[src/rtl/fix_pkg.sv]
// Shared constants, FSM state enum and descriptor layout for the FIX tag extractor.
package fix_pkg;

    localparam logic [7:0] FIX_SOH     = 8'h01;
    localparam logic [7:0] FIX_EQ      = 8'h3D;
    localparam logic [7:0] FIX_MAX_LEN = 8'hFF;

    typedef enum logic [1:0] {
        S_TAG  = 2'd0,
        S_VAL  = 2'd1,
        S_PUSH = 2'd2,
        S_SKIP = 2'd3
    } fix_state_e;

    typedef struct packed {
        logic [7:0]  len;
        logic [23:0] tag;
    } fix_desc_t;

    function automatic logic is_digit(input logic [7:0] b);
        return (b >= 8'h30) && (b <= 8'h39);
    endfunction

endpackage

[src/rtl/fix_dec_accum.sv]
// One decimal accumulation step: acc*10 + digit, with overflow taken from the
// full-width intermediate so a wrapped result can never look legal.
module fix_dec_accum #(
    parameter int TAG_WIDTH = 24
) (
    input  logic [TAG_WIDTH-1:0] acc,
    input  logic [3:0]           digit,
    output logic [TAG_WIDTH-1:0] acc_next,
    output logic                 ovf
);

    logic [TAG_WIDTH+3:0] prod;

    assign prod     = {4'b0, acc} * (TAG_WIDTH+4)'(10) + {{TAG_WIDTH{1'b0}}, digit};
    assign acc_next = prod[TAG_WIDTH-1:0];
    assign ovf      = |prod[TAG_WIDTH+3:TAG_WIDTH];

endmodule

[src/rtl/fix_tag_extractor.sv]
// FIX byte stream -> {len, tag} descriptors pushed into the tag FIFO.
// Define FIX_ERR_CNT_EN to add the saturating err_cnt_o counter.
module fix_tag_extractor
    import fix_pkg::*;
#(
    parameter int DATA_WIDTH = 32,
    parameter int TAG_WIDTH  = 24
) (
    input  logic                  clk,
    input  logic                  rst,
    input  logic [7:0]            byte_i,
    input  logic                  byte_valid_i,
    output logic                  byte_ready_o,
    input  logic                  full_i,
    output logic                  wr_cs_o,
    output logic                  wr_en_o,
    output logic [DATA_WIDTH-1:0] data_o,
    output logic                  err_o
`ifdef FIX_ERR_CNT_EN
    ,
    output logic [15:0]           err_cnt_o
`endif
);

    localparam int LEN_WIDTH = DATA_WIDTH - TAG_WIDTH;

    fix_state_e           state;
    logic [TAG_WIDTH-1:0] tag_acc;
    logic [LEN_WIDTH-1:0] len_acc;
    logic [3:0]           dig_cnt;
    logic [TAG_WIDTH-1:0] tag_next;
    logic                 tag_ovf;

    fix_dec_accum #(.TAG_WIDTH(TAG_WIDTH)) u_accum (
        .acc      (tag_acc),
        .digit    (byte_i[3:0]),
        .acc_next (tag_next),
        .ovf      (tag_ovf)
    );

    assign byte_ready_o = (state != S_PUSH);
    assign wr_cs_o      = (state == S_PUSH) && !full_i;
    assign wr_en_o      = wr_cs_o;

    always_ff @(posedge clk or posedge rst) begin
        if (rst) begin
            state   <= S_TAG;
            tag_acc <= '0;
            len_acc <= '0;
            dig_cnt <= '0;
            data_o  <= '0;
            err_o   <= 1'b0;
        end else begin
            err_o <= 1'b0;
            case (state)
                S_TAG: if (byte_valid_i) begin
                    if (is_digit(byte_i)) begin
                        if (tag_ovf) begin
                            err_o <= 1'b1;
                            state <= S_SKIP;
                        end else begin
                            tag_acc <= tag_next;
                            if (dig_cnt != '1) dig_cnt <= dig_cnt + 4'd1;
                        end
                    end else if (byte_i == FIX_EQ) begin
                        if (dig_cnt == '0) begin
                            err_o <= 1'b1;
                            state <= S_SKIP;
                        end else begin
                            len_acc <= '0;
                            state   <= S_VAL;
                        end
                    end else if (byte_i == FIX_SOH) begin
                        // bare SOH with no digits is an empty field, not an error
                        if (dig_cnt != '0) begin
                            err_o <= 1'b1;
                            state <= S_SKIP;
                        end
                    end else begin
                        err_o <= 1'b1;
                        state <= S_SKIP;
                    end
                end
                S_VAL: if (byte_valid_i) begin
                    if (byte_i == FIX_SOH) begin
                        data_o <= {len_acc, tag_acc};
                        state  <= S_PUSH;
                    end else if (len_acc != '1) begin
                        len_acc <= len_acc + 1'b1;
                    end
                end
                S_PUSH: if (!full_i) begin
                    tag_acc <= '0;
                    dig_cnt <= '0;
                    state   <= S_TAG;
                end
                S_SKIP: if (byte_valid_i && byte_i == FIX_SOH) begin
                    tag_acc <= '0;
                    len_acc <= '0;
                    dig_cnt <= '0;
                    state   <= S_TAG;
                end
                default: state <= S_TAG;
            endcase
        end
    end

`ifdef FIX_ERR_CNT_EN
    always_ff @(posedge clk or posedge rst) begin
        if (rst)                           err_cnt_o <= '0;
        else if (err_o && err_cnt_o != '1) err_cnt_o <= err_cnt_o + 16'd1;
    end
`endif

endmodule
[config.mk]
export PLATFORM = sky130hd
export DESIGN_NAME = fix_tag_extractor
export DESIGN_NICKNAME = d
export VERILOG_FILES = /design/src/rtl/fix_pkg.sv /design/src/rtl/fix_dec_accum.sv /design/src/rtl/fix_tag_extractor.sv
export SDC_FILE = /design/constraint.sdc
export NUM_CORES = 1
export LEC_CHECK = 0
export CAP_MARGIN = 20
export CORE_ASPECT_RATIO = 0.9
export CORE_MARGIN = 5
export CORE_UTILIZATION = 41
export CTS_BUF_LIST = sky130_fd_sc_hd__clkbuf_4 sky130_fd_sc_hd__clkbuf_8 sky130_fd_sc_hd__clkbuf_16
export CTS_CLUSTER_SIZE = 12
export DETAILED_ROUTE_END_ITERATION = 8
export PLACE_DENSITY = 0.57
export SLEW_MARGIN = 20
export SYNTH_ARGS = -nofsm -noshare
export SYNTH_HDL_FRONTEND = slang
export SYNTH_SLANG_ARGS = --single-unit
[constraint.sdc]
create_clock -name clk -period 7.6 [get_ports clk]
set_input_delay 0.76 -clock clk [delete_from_list [all_inputs] [get_ports clk]]
set_output_delay 0.76 -clock clk [all_outputs]
set_load 0.02 [all_outputs]
# Yosys cells after proc, flatten, opt, wreduce, memory -nomap -nowiden
# Index checks and enable logic that the tools add are counted.
# op_classes
addsub,3
n_mul,1
order_cmp,2
n_eq_ne,23
mux,42
n_reduce_logical,15
# op_table
operator,n
24-bit 2-to-1 mux,5
24-bit one-hot mux with 3 select lines,1
8-bit 2-to-1 mux,8
28-bit by 4-bit adder with 28-bit output,1
2-bit != test (second input constant),14
24-bit by 3-bit multiplier with 27-bit output (second input constant),1
4-bit 2-to-1 mux,6
8-bit one-hot mux with 3 select lines,1
2-bit 2-to-1 mux,11
7-bit AND reduction,2
4-bit one-hot mux with 3 select lines,1
9-bit AND reduction,1
8-bit by 1-bit adder with 8-bit output (second input constant),1
8-bit by 1-bit == test with 1-bit output (second input constant),1
8-bit by 6-bit == test with 1-bit output (second input constant),1
8-bit by 6-bit >= comparator with 1-bit output (second input constant),1
8-bit by 6-bit less-or-equal comparator with 1-bit output (second input constant),1
1-bit 2-to-1 mux,8
8-bit != test (second input constant),1
2-bit one-hot mux with 4 select lines,1
6-bit AND reduction,1
3-bit nonzero test,2
5-bit != test (second input constant),1
4-bit by 1-bit adder with 4-bit output (second input constant),1
11 further kinds,14
# totals
regBits,71
input_bits,12
out_inout_bits,36
elab_cells,92

# Depth between registers and ports, before layout
# Gate-level depths: netlist of the first run.
# depth
ltp_word,7
depth_mapped,16
depth_no_buf,14

# Cells and area by module
# From an unflattened synthesis of the first run, not the netlist that was laid out.
# hier_totals
hier_cells,556
area_unflattened_um2,5346.4
# by_module_without_submodules
mod,n_inst,cells_each,area_each_um2,seq_area_each_um2
fix_tag_extractor,1,262,3153.0,1776.7
fix_dec_accum,1,294,2193.4,0.0

# Worst setup path after synthesis of the first run
# Ideal clock, no wire load.
# synth_path
path_kind,register to register
from,reg tag_acc[1]
to,reg tag_acc[0]
setup_ns,0.119
arrival_time_ns,4.186
required_time_ns,7.481
slack_ns,3.295
stages_incl_launch_ff,17
n_path_buf,2
synth_period_minus_slack_ns,4.305
path_cell_list,dfrtp_1 ha_1 ha_1 fa_1 a21o_1 a221oi_1 xnor2_1 nand3_1 nor3_1 nand4_1 nor4_4 mux2i_1 a211o_1 buf_2 o31a_1 buf_2 o2bb2ai_2
# synth_between
elab_chain_len,5
# synth_rtl
item,line,text
start: declaration,fix_tag_extractor.sv:28,logic [TAG_WIDTH-1:0] tag_acc;
start signal: assignment,fix_tag_extractor.sv:62,tag_acc <= tag_next;
24-bit by 3-bit multiplier with 27-bit output,fix_dec_accum.sv:14,"assign prod = {4'b0, acc} * (TAG_WIDTH+4)'(10) + {{TAG_WIDTH{1'b0}}, digit};"
28-bit by 4-bit adder with 28-bit output,fix_dec_accum.sv:14,
4-bit OR reduction,fix_dec_accum.sv:16,assign ovf = |prod[TAG_WIDTH+3:TAG_WIDTH];
2-bit != test (no line),n/a,
6-bit AND reduction (no line),n/a,
# No other way between the ends.
# A chain may end at the register's enable or synchronous reset.

# Final worst setup path of the first run
# layout_path
from,reg tag_acc[1]
to,reg tag_acc[22]
# layout_between
elab_chain_len,6
word_cells_on_any_way,9
classes_between,add/sub (1); mul (1); eq/ne (1); mux (4); reduce/logical (2)
# layout_rtl
item,line,text
24-bit by 3-bit multiplier with 27-bit output *,fix_dec_accum.sv:14,
28-bit by 4-bit adder with 28-bit output *,fix_dec_accum.sv:14,
24-bit 2-to-1 mux,fix_tag_extractor.sv:58,if (tag_ovf) begin
24-bit 2-to-1 mux,fix_tag_extractor.sv:57,if (is_digit(byte_i)) begin
24-bit 2-to-1 mux,fix_tag_extractor.sv:56,S_TAG: if (byte_valid_i) begin
24-bit one-hot mux with 3 select lines,fix_tag_extractor.sv:55,case (state)
# Every way passes the cells marked *; elsewhere a longest branch is shown, timed or not. The select of a mux whose other input is x is not followed.

==> results of run 1 <==
[synthesized netlist by cell type, types with 4 or more instances]
cell and count:
clkbuf_1 14, or2_2 4, o21ai_1 4, a211oi_1 5, dfrtp_1 71, a21o_1 11
or3_1 5, nor4_1 4, and3_1 14, nor2b_1 7, nand3_1 9, nand2_1 33
mux2_2 32, nor2_1 32, o31ai_1 4, o21ai_0 23, a31oi_1 6, nand2b_1 12
ha_1 50, o21a_1 6, o2bb2ai_2 21, xnor2_1 19, buf_2 9, a21oi_1 23
a211o_1 5, nand4_1 16, inv_1 12, and2_1 4, nor3_1 13, xor2_1 13
buf_1 4, a221o_1 4
[cell type report]
class / instances / area (sq um)
well taps: 168 / 210
fillers: 1213 / 6830
multi-input cells: 431 / 3480
repair buffers: 50 / 493
clock buffers: 9 / 225
flip-flops and latches: 71 / 1780
inverters: 12 / 45.0
clock inverters: 7 / 103
[metal layers]
metal	vias to the layer above	wire (um)	global-route usage [%]
met1	2086	6520	24.3
met5	-	0	0
li1	2107	-	-
met4	0	213	4.69
met2	108	5480	23.9
met3	20	799	5.45
[final timing paths]
kind,cells past startpoint,endpoint,start
max,15,tag_acc[22],tag_acc[1]
min,1,data_o[20],data_o[20]
max reg2reg,15,tag_acc[22],tag_acc[1]
min reg2reg,1,data_o[20],data_o[20]
max in group asynchronous,3,data_o[21],rst
min in group asynchronous,3,data_o[1],rst
[metrics by stage]
stage | utilization (%) | cell area, sq um | std cells | setup slack [ns] | power (mW)
floorplan | - | 5440 | 544 | 3.30 | 1.26
global placement | 45.6 | 6000 | 732 | 2.76 | 1.44
global route | 48.1 | 6330 | 748 | 2.17 | 2.06
CTS | 48.1 | 6330 | 748 | 2.53 | 1.94
finish | 48.1 | 6330 | 748 | 2.50 | 1.92
detailed placement | 45.6 | 6000 | 732 | 2.58 | 1.45
[worst register-to-register path: cells and delay by family (launching register included)]
kind	cells	cell delay, ns
flops	1	0.45
compound gates	4	1.28
buf+inv	1	0.28
xor+xnor	1	0.21
simple gates	5	1.72
mux	1	0.12
fa+ha+maj	3	0.95
[registers in the layout, summed over array words and instances, names as in the netlist]
register	count
len_acc	8
tag_acc	24
state	2
data_o	32
err_o	1
dig_cnt	4
[logic make-up (layout without fill, tap and decap cells)]
| group | count (synthesis) | after routing | share of synthesized area [%] |
|---|---|---|---|
| adders and majority gates | 52 | 52 | 12.2 |
| xor gates and xnor gates | 33 | 33 | 5.59 |
| DFF | 71 | 71 | 32.7 |
| buffers and inverters | 42 | 78 | 3.45 |
| AOI/OAI and AO/OA | 143 | 143 | 21.6 |
| and+or+nand+nor | 168 | 168 | 17.3 |
| muxes | 35 | 35 | 7.17 |
[power breakdown]
group	internal, mW	total [mW]	switching (mW)	leakage, nW
clock network	0.291	0.468	0.177	0.157
registers	0.449	0.561	0.112	0.971
logic	0.373	0.895	0.522	1.79
total	1.11	1.92	0.810	2.91
==> qor.csv, run 1 <==
stage,metric,value,unit
critical_path,Crit path arrival time,5.36,ns
critical_path,kind of cell adding the most delay to the critical path,simple AND/OR/NAND/NOR gates,
floorplan,DIE AREA,0.0157,sq mm
logic_synthesis,Yosys reg bits,71,
critical_path,critical path endpoint category,register,
logic_synthesis,register area share after synthesis,32.7,%
detailed_routing,per-cell routed wire length,17.4,um
job,# Max-Cap Violations,0,
logic_synthesis,dominant synthesized flop cell,dfrtp_1,
critical_path,required time of the critical path,7.86,ns
floorplan,Starting Density,41.3,%
clock_tree,latest clock arrival within the worst-skew pair,0.35,ns
clock_tree,H-tree depth,3,
logic_synthesis,Synth top area share,32.7,%
placed_design,GPL Wtd Cong,0.908,
critical_path,slowest CP cell,nor3_1,
detailed_routing,Remaining DRCs,0,
outcome,outcome,"finished, final reports clean",
floorplan,Die Span Y,119,um
placed_design,DP Wirelength,9480,um
finish,nets,639,
sta,final worst path period need,5.10,ns
critical_path,"Cell Chain, Critical Path",ha_1 > ha_1 > fa_1 > a21o_1 > a221oi_1 > xnor2_1 > nand3_1 > nor3_1 > nand4_1 > nor4_4 > mux2i_1 > a211o_1 > or4_1 > buf_4 > o2bb2ai_1,
finish,Area Overhead vs Synth,16.3,%
global_routing,first-pass GRT wire length,21800,um
global_routing,largest net degree at the start of global routing,72,
critical_path,critical path peak fanout,23,
detailed_routing,Vias,4321,
clock_tree,Worst-path clk slew,0.06,ns
detailed_routing,final WL,13000,um
pwr,P per Cell Area,304,mW/mm^2
pwr,maximum VDD drop,227,uV
finish,layout cells sized above 1,14.8,%
sta,setup TNS after final layout,0,ns
logic_synthesis,"Async S/R FF share, synth",100,%
critical_path,crit-path most repeated cell,ha_1,
finish,most frequent cells in the layout,"71 x dfrtp_1, 50 x ha_1, 47 x clkdlybuf4s50_1",
sta,Worst Tran Pin Value,0.924,ns
detailed_routing,initial DRC count,285,
detailed_routing,vias per cell,5.78,
logic_synthesis,post-synth top area cell,dfrtp_1,
clock_tree,CTS Buffer Depth,2,
detailed_routing,remaining antenna violation count,0,
finish,"commonest non-fill, non-tap cell in the layout",dfrtp_1,
global_routing,initial antenna violation count,0,
logic_synthesis,Mean Syn Cell Area,10.0,sq um
global_routing,vias in the first global route,4248,
logic_synthesis,Mapped Area,0.00544,sq mm
clock_tree,CTS tree,built,
critical_path,Crit Path Class,register to register,
sta,Final Skew,0.00877,ns
sta,final setup violation count,0,
sta,Max transition margin,38.4,%
logic_synthesis,dominant cells by area after synthesis,"dfrtp_1 33%, ha_1 11%, mux2_2 6.6%, o2bb2ai_2 5.8%, xnor2_1 3.1%",
critical_path,Crit path largest cell delay,0.48,ns
floorplan,Die W,131,um
floorplan,Placeable Area,0.0132,sq mm
sta,fin crit share,67.1,%
sta,max-slew violations,0,
sta,WHS,0.503,ns
sta,"Hold Vio Cnt, Final",0,
floorplan,I/O pin count,48,
floorplan,# rows,40,
logic_synthesis,"EDFF count, synth",0,
sta,FMAX,0.196,GHz
logic_synthesis,syn_nets,608,
clock_tree,Post-CTS Hold Fix Bufs,0,
clock_tree,clock sink total,71,
finish,number of inserted diodes,0,
clock_tree,Clock Tree Root,clkbuf_16,
critical_path,"setup slack, reg-to-reg",2.50,ns
detailed_routing,DRT Pass-1 Iters,5,
hold_path,hold crit path type,register to register,
placed_design,IO Port Bufs,47,
critical_path,WP buf/inv,1,
sta,RSZ-0062 raised after global routing,false,
critical_path,CP Launch Type,register,
pwr,Leakage,2.91,nW
global_routing,gr ovfl total,0,
logic_synthesis,Mapped Cells,544,
global_routing,GRT Overall Usage,16.8,%
clock_tree,Post-CTS Setup Inserts,0,
logic_synthesis,post-synthesis cell type count,69,
logic_synthesis,Yosys warning count,0,
clock_tree,post-cts sizing count,0,
clock_tree,CTS Buf Count,9,
(Power assumes the default switching activity.)
==> inputs of run 2 (changes only) <==
clock period = 5 ns   (was 7.6 ns; I/O delays follow)
==> qor.csv, run 2 (same netlist as run 1, synthesis figures left out) <==
stage,metric,value,unit
sta,setup ws final,0.342,ns
outcome,outcome,"finished, final reports clean",
critical_path,critical path peak fanout,23,
global_routing,largest net degree at the start of global routing,37,
critical_path,slowest CP cell,dfrtp_1,
finish,Regs by FF count,"data_o x32, tag_acc x24, len_acc x8",
clock_tree,CTS Buffer Depth,2,
sta,RSZ-0062 raised after global routing,false,
clock_tree,Worst-path clk slew,0.06,ns
sta,Final Skew,0.00748,ns
detailed_routing,final WL,12800,um
clock_tree,Clock Tree Root,clkbuf_16,
clock_tree,clock sink total,71,
floorplan,DIE AREA,0.0157,sq mm
pwr,P per Cell Area,449,mW/mm^2
detailed_routing,remaining antenna violation count,0,
global_routing,first-pass GRT wire length,21600,um
clock_tree,CTS Buf Count,9,
floorplan,Die Span Y,119,um
critical_path,critical path endpoint category,register,
finish,area of the multi-input gates,0.00348,sq mm
floorplan,# rows,40,
critical_path,Crit path arrival time,4.93,ns
sta,max-slew violations,0,
pwr,Clock power frac,22.1,%
clock_tree,latest clock arrival within the worst-skew pair,0.35,ns
pwr,Leakage,2.92,nW
critical_path,crit-path most repeated cell,ha_1,
floorplan,I/O pin count,48,
sta,fin crit share,93.2,%
pwr,internal power,1.60,mW
global_routing,initial antenna violation count,0,
critical_path,"setup slack, reg-to-reg",0.34,ns
detailed_routing,initial DRC count,265,
sta,FMAX,0.215,GHz
placed_design,"worst slack, placed",0.217,ns
clock_tree,H-tree depth,3,
finish,layout cells sized above 1,15.7,%
finish,sequential cell area,0.00178,sq mm
pwr,sequential share of power,29.9,%
clock_tree,CTS tree,built,
hold_path,Hold Startpoint,data_o[16],
sta,Max transition margin,42.4,%
detailed_routing,per-cell routed wire length,17.0,um
critical_path,"Cell Chain, Critical Path",ha_1 > ha_1 > fa_1 > a21o_1 > a221oi_2 > xnor2_1 > nand3_1 > nor3_1 > nand4_1 > nor4_4 > mux2i_1 > a211o_1 > or4_1 > buf_4 > o2bb2ai_2,
placed_design,GPL Wtd Cong,0.938,
sta,final worst path period need,4.66,ns
clock_tree,Post-CTS Hold Fix Bufs,0,
finish,number of inserted diodes,0,
sta,"Hold Vio Cnt, Final",0,
global_routing,vias in the first global route,4311,
sta,WHS,0.502,ns
finish,most frequent cells in the layout,"71 x dfrtp_1, 50 x ha_1, 47 x clkdlybuf4s50_1",
critical_path,required time of the critical path,5.27,ns
finish,nets,644,
critical_path,CP Launch Point,tag_acc[1],
pwr,Net Switching,1.24,mW
detailed_routing,Remaining DRCs,0,
detailed_routing,DRT Pass-1 Iters,4,
hold_path,hold crit path type,register to register,
critical_path,worst r2r src,tag_acc[1],
pwr,Sw Share,43.6,%
pwr,logic gate share of total power,48.0,%
global_routing,gr ovfl total,0,
sta,Worst Tran Pin Value,0.864,ns
finish,"commonest non-fill, non-tap cell in the layout",dfrtp_1,
global_routing,GRT Overall Usage,16.6,%
floorplan,Placeable Area,0.0132,sq mm
pwr,maximum VDD drop,238,uV
finish,Area Overhead vs Synth,16.4,%
finish,# fillers,1234,
floorplan,Starting Density,41.3,%
critical_path,Crit Path Class,register to register,
placed_design,DP Wirelength,9440,um
critical_path,Crit path largest cell delay,0.46,ns
sta,final setup violation count,0,
floorplan,Die W,131,um
finish,max FFs per register,32,
critical_path,CP Launch Type,register,
placed_design,IO Port Bufs,47,
detailed_routing,Vias,4308,
finish,Biggest register,data_o,
job,# Max-Cap Violations,0,
sta,setup TNS after final layout,0,ns
detailed_routing,vias per cell,5.72,
-- run 2: what timing repair did --
action                     4_1_cts  5_1_grt
setup endpoints to repair        0       24
resized for setup                0        1
buffers inserted                 0        1
-- run 2: power groups by stage --
stage / registers, mW / logic [mW] / clock network [mW]
floorplan: 0.800 / 1.11 / 0
global route: 0.873 / 1.53 / 0.681
global placement: 0.857 / 1.33 / 0
finish: 0.850 / 1.36 / 0.629
CTS: 0.850 / 1.36 / 0.654
detailed placement: 0.858 / 1.35 / 0
-- run 2: layer usage --
metal  routed length, um  global-route usage (%)
met1                6440                    23.6
met3                 717                    4.69
met4                 213                    5.53
met5                   0                       0
met2                5440                    24.2
-- run 2: worst paths after layout --
| path | endpoint | cells past startpoint |
|---|---|---|
| setup / recovery | tag_acc[13] | 15 |
| hold / removal | data_o[16] | 1 |
| setup reg to reg | tag_acc[13] | 15 |
| hold reg to reg | data_o[16] | 1 |
| max in group asynchronous | data_o[15] | 3 |
| min in group asynchronous | data_o[29] | 2 |
-- run 2: final cells by class --
cell class,count,share of cell area [%]
clock buffer,9,3.56
clock inverter,7,1.01
inverter,12,0.711
multi-input combinational,431,55.0
sequential,71,28.0
tap,168,3.32
timing repair buffer,55,8.37
-- run 2: stage by stage --
step | std cells | total power [mW] | cell area, sq um | util (%)
final | 753 | 2.84 | 6330 | 48.1
after global routing | 753 | 3.08 | 6330 | 48.1
after CTS | 752 | 2.86 | 6320 | 48.0
after detailed placement | 736 | 2.21 | 6030 | 45.8
after global placement | 736 | 2.19 | 6030 | 45.8
after floorplan | 544 | 1.91 | 5440 | -
-- run 2: worst max-delay path, delay by kind of cell, from the launching register on --
family	cells	cell delay (ns)
adders and majority gates	3	0.97
muxes	1	0.10
xor gates and xnor gates	1	0.20
AOI/OAI and AO/OA	4	1.04
and+or+nand+nor	5	1.51
DFF	1	0.46
buffers and inverters	1	0.28
==> inputs of run 3 (changes only) <==
TNS_END_PERCENT = 5   (was default)
==> results of run 3 <==
Final layout, timing and power as in run 2 (identical DEF).
